--- config.mk ---
export PLATFORM = sky130hd
export DESIGN_NAME = chess_turn_scheduler
export DESIGN_NICKNAME = d
export VERILOG_FILES = /design/src/rtl/chess_turn_scheduler.sv
export SDC_FILE = /design/constraint.sdc
export NUM_CORES = 1
export LEC_CHECK = 0
export ABC_CLOCK_PERIOD_IN_PS = 7300
export BUFFER_PORTS_ARGS = -buffer_cell sky130_fd_sc_hd__buf_2
export CAP_MARGIN = 30
export CORE_ASPECT_RATIO = 1.75
export CORE_MARGIN = 3
export CORE_UTILIZATION = 45
export CTS_CLUSTER_DIAMETER = 80
export CTS_CLUSTER_SIZE = 20
export DETAILED_ROUTE_END_ITERATION = 10
export GPL_TIMING_DRIVEN = 1
export PLACE_DENSITY = 0.7
export REMOVE_ABC_BUFFERS = 1
export SYNTH_ARGS = -nofsm -noshare
export SYNTH_HDL_FRONTEND = slang
export SYNTH_SLANG_ARGS = --single-unit
--- constraint.sdc ---
create_clock -name clock -period 7.3 [get_ports clock]
set_input_delay 0 -clock clock [delete_from_list [all_inputs] [get_ports clock]]
set_output_delay 0 -clock clock [all_outputs]
set_load 0.02 [all_outputs]
--- src/rtl/chess_turn_scheduler.sv ---
// Two-player chess clock and turn arbiter: per-side countdown, move accept/reject, pause, timeout.
// Optional build macro TURN_INCREMENT_EN adds INC_SECONDS (saturating) to the mover on each accepted move.
module chess_turn_scheduler #(
  parameter int INIT_SECONDS = 300,
  parameter int TIME_WIDTH   = 10,
  parameter int INC_SECONDS  = 5
) (
  input  logic                  clock,
  input  logic                  resetApp,
  input  logic                  SecTick,
  input  logic                  StartGame,
  input  logic                  PauseToggle,
  input  logic                  MoveReq,
  input  logic                  MoveSide,
  output logic                  Player,
  output logic                  MoveAck,
  output logic                  MoveNack,
  output logic [TIME_WIDTH-1:0] WhiteTime,
  output logic [TIME_WIDTH-1:0] BlackTime,
  output logic [7:0]            MoveCount,
  output logic                  GameOver,
  output logic                  Winner,
  output logic                  Running
);

  typedef enum logic [2:0] {
    IDLE,
    WHITE_TURN,
    BLACK_TURN,
    PAUSED,
    GAME_OVER
  } state_t;

`ifdef TURN_INCREMENT_EN
  localparam bit INC_EN = 1'b1;
`else
  localparam bit INC_EN = 1'b0;
`endif

  localparam logic [31:0] INC_ADD  = INC_EN ? 32'(INC_SECONDS) : 32'd0;
  localparam logic [31:0] TIME_MAX = (32'd1 << TIME_WIDTH) - 32'd1;

  state_t                state;
  logic [TIME_WIDTH-1:0] mover_time;
  logic [TIME_WIDTH-1:0] charged_time;
  logic [TIME_WIDTH-1:0] credited_time;
  logic [31:0]           credit_sum;
  logic                  move_valid;

  // The tick is always charged before anything else is decided this cycle.
  always_comb begin
    mover_time   = Player ? WhiteTime : BlackTime;
    charged_time = mover_time;
    if (SecTick && (mover_time != '0)) begin
      charged_time = mover_time - TIME_WIDTH'(1);
    end
    credit_sum    = 32'(charged_time) + INC_ADD;
    credited_time = (credit_sum > TIME_MAX) ? TIME_MAX[TIME_WIDTH-1:0]
                                            : credit_sum[TIME_WIDTH-1:0];
    move_valid    = MoveReq && (MoveSide == Player);
  end

  always_ff @(posedge clock) begin
    if (resetApp) begin
      state     <= IDLE;
      Player    <= 1'b1;
      WhiteTime <= TIME_WIDTH'(INIT_SECONDS);
      BlackTime <= TIME_WIDTH'(INIT_SECONDS);
      MoveCount <= 8'd0;
      MoveAck   <= 1'b0;
      MoveNack  <= 1'b0;
      GameOver  <= 1'b0;
      Winner    <= 1'b0;
      Running   <= 1'b0;
    end else begin
      MoveAck  <= 1'b0;
      MoveNack <= 1'b0;
      case (state)
        IDLE: begin
          MoveNack <= MoveReq;
          if (StartGame) begin
            state   <= WHITE_TURN;
            Running <= 1'b1;
          end
        end
        WHITE_TURN, BLACK_TURN: begin
          if (Player) WhiteTime <= charged_time;
          else        BlackTime <= charged_time;
          // Timeout outranks pause and move requests in the same cycle.
          if (charged_time == '0) begin
            state    <= GAME_OVER;
            GameOver <= 1'b1;
            Winner   <= ~Player;
            Running  <= 1'b0;
            MoveNack <= MoveReq;
          end else if (PauseToggle) begin
            state    <= PAUSED;
            Running  <= 1'b0;
            MoveNack <= MoveReq;
          end else if (move_valid) begin
            MoveAck   <= 1'b1;
            Player    <= ~Player;
            MoveCount <= MoveCount + 8'd1;
            state     <= Player ? BLACK_TURN : WHITE_TURN;
            if (Player) WhiteTime <= credited_time;
            else        BlackTime <= credited_time;
          end else begin
            MoveNack <= MoveReq;
          end
        end
        PAUSED: begin
          // Player still holds the side to move, so it doubles as the remembered turn.
          MoveNack <= MoveReq;
          if (PauseToggle) begin
            state   <= Player ? WHITE_TURN : BLACK_TURN;
            Running <= 1'b1;
          end
        end
        GAME_OVER: begin
          MoveNack <= MoveReq;
        end
        default: begin
          state <= IDLE;
        end
      endcase
    end
  end

endmodule

==> run metrics <==
Die H=around 99 microns; sequential share of the synthesized area=0.336; Critical Path Source Type=register; post-CTS sizing=0; final WL=5120 microns; largest net degree at the start of global routing=29; dpl ws=between 3 and 4 ns; worst rel slew slack=0.614; crit path max fanout=25; measured slew at the worst slew-check pin=0.577 ns; Gate Count Post-Synth=264; Clk pin slew, worst setup/hold paths=0.08 ns; cells along the critical path=buf_4 > mux2i_1 > ha_1 > nor4b_2 > o21ai_2 > or3_1 > a2111oi_0 > a21o_1 > a211oi_1 > nand2_1 > mux2_1; reg-to-reg slack, setup=3.36 ns; RSZ-0062 raised after global routing=no; Iteration-0 DRC Markers=between 80 and 90; DRC viols=0; htree depth=2; die area=between 5000 and 6000 sq um; Mapped Area=about 2200 sq um; n_diodes=0; CTS Root Buffer Type=clkbuf_8; fillcell total=about 460; area delta synth->final=15.6%; cts bufs inserted=5; Via-to-Cell Ratio=5.67; r2r startpoint=Player; Final ANT Viol Nets=0; DRT Pass-1 Iters=4; Fin Setup TNS=0 ns; worst reg2reg path depth=11; number of port buffers=40; syn avg cell area=roughly 8.4 sq um; hold path start=PauseToggle; Worst Path Class, Setup=reg -> reg; global-route wire length before repair=8690 microns; core area=4710 sq um; EDFF count, synth=0; CTS tree=built; CP required=7.48 ns; Max Fclk=254 MHz; via count=2013; Static Leak=1.02 nW; dpl hpwl=3840 microns; Synth cell types=58; share of cells above drive strength 1=0.224; Critical Path AT=4.13 ns; Synth top area share=0.336; final slew viol count=0; Crit. End Element=register; Finished Layout Cells=roughly 360; final-stage net count=around 310; clk_skew=0.00720 ns; critical path capture point=MoveCount[7]; global route total overflow=0; Max Cap Viol=0; ys async rst share=0; initial antenna violation count=0; Core Rows=33; Worst path slowest cell=dfxtp_1; die width=58.9 microns; number of synthesized register bits=37; fin crit share=0.540; vias in the first global route=1887; Clock Latency Late Sink=0.29 ns; routed length per instance=14.4 microns; GRT Overall Usage=0.188; Initial Utilization=0.469; Final min period=just under 4 ns; slack of the critical path=3.36 ns; Main synth FF type=dfxtp_1; Final setup viols=0; placed cells=346; CTS Sinks=37; Hold WC Path Type=in -> reg; RePlAce Congestion=about 0.87; most frequent cells in the layout=nor2_1 (40), buf_2 (40), dfxtp_1 (37), nand2_1 (22), a21oi_1 (18); Synth area leaders=dfxtp_1 (34%), nor2_1 (6.8%), xnor2_1 (5.2%); worst setup path start=Player; Critical Path Max Stage Delay=0.54 ns; Power Dens Cells=268 nW/um^2; cell taking the most area after synthesis=dfxtp_1; outcome=finished clean; Hold Violations, Final=0; deepest clock path buffer count=2; end of the worst register-to-register path=MoveCount[7]; Ys Warns=0; IO Count=around 40; peak supply drop=0.236 mV
## final cells by class
| class | instances | area, sq um | area share |
|---|---|---|---|
| Timing Repair Buffer | 43 | 225 | 0.0882 |
| Sequential cell | 37 | 741 | 0.290 |
| Clock buffer | 5 | 68.8 | 0.0270 |
| Multi-Input combinational cell | 205 | 1370 | 0.536 |
| Clock inverter | 3 | 46.3 | 0.0181 |
| Inverter | 10 | 37.5 | 0.0147 |
| Tap cell | 52 | 65.1 | 0.0255 |
## cell families after synthesis
kind of cell,synth area share
AO/OA/AOI/OAI,0.198
XOR/XNOR,0.0833
adder cells (fa/ha/maj),0.0113
buffers and inverters,0.0442
flip-flops,0.336
multiplexers,0.0709
AND/OR/NAND/NOR,0.257
## registers in the layout, summed over array words and instances (netlist names)
signal     cells
BlackTime     10
GameOver       1
MoveAck        1
MoveCount      8
MoveNack       1
Player         1
Running        1
WhiteTime     10
Winner         1
state          3
## critical path: cells and delay by family (launching register included)
family | cells | cell delay (ns)
and+or+nand+nor | 3 | 0.82
buffers and inverters | 1 | 0.38
AOI/OAI and AO/OA | 4 | 1.22
muxes | 2 | 0.60
DFF | 1 | 0.54
adders and majority gates | 1 | 0.28
## how the worst min path moves through the flow
| stage | end | depth (start not counted) |
|---|---|---|
| after floorplan | Winner | 1 |
| after global placement | MoveNack | 2 |
| after detailed placement | MoveNack | 2 |
| after CTS | Running | 4 |
| after global routing | Running | 4 |
| final | Running | 4 |
## through the flow
stage               utilization  hold WS, ns  power (W)  instance area, sq um
floorplan                     -       0.0646   0.000443                  2150
global placement          0.516        0.280   0.000502                  2430
detailed placement        0.516        0.260   0.000505                  2430
CTS                       0.542        0.123   0.000690                  2550
global route              0.542        0.157   0.000730                  2550
finish                    0.542        0.126   0.000684                  2550
## metal layers
metal | GRT usage | vias up | part of all wire
met5 | 0 | - | 0
met4 | 0.0698 | 0 | 0.021
met3 | 0.0406 | 10 | 0.050
met2 | 0.337 | 56 | 0.53
met1 | 0.209 | 929 | 0.40
li1 | - | 1018 | -
## where the power goes
group | internal [W] | total [W] | switching (W)
Combinational | 0.0000984 | 0.000247 | 0.000149
Clock | 0.000102 | 0.000180 | 0.0000776
Sequential | 0.000223 | 0.000257 | 0.0000347
Total | 0.000423 | 0.000684 | 0.000261
## cell usage after synthesis (2+ instances only)
master     count
a21oi_1       18
o21ai_0       10
nor4_2         3
nand2_1       22
nor4b_2        3
o21ai_1        3
clkbuf_1       7
inv_1         10
or3_1          7
o21a_1         2
and3_1         2
a211oi_1       3
nor2b_1        4
mux2i_1       10
ha_1           2
nor3_1         7
xnor2_1       13
o21ai_2        2
xor2_1         8
dfxtp_1       37
a2111oi_2      3
nor3b_1        2
buf_2          3
o31ai_1        2
nand3_1        8
mux2_1         2
nor2_1        40
## what timing repair did
action	in CTS	in global routing
hold buffers	1	0
buffers inserted	0	0
endpoints found under the setup margin	0	0
endpoints found under the hold margin	1	0
Note: power is estimated with default switching activity, not from simulation.
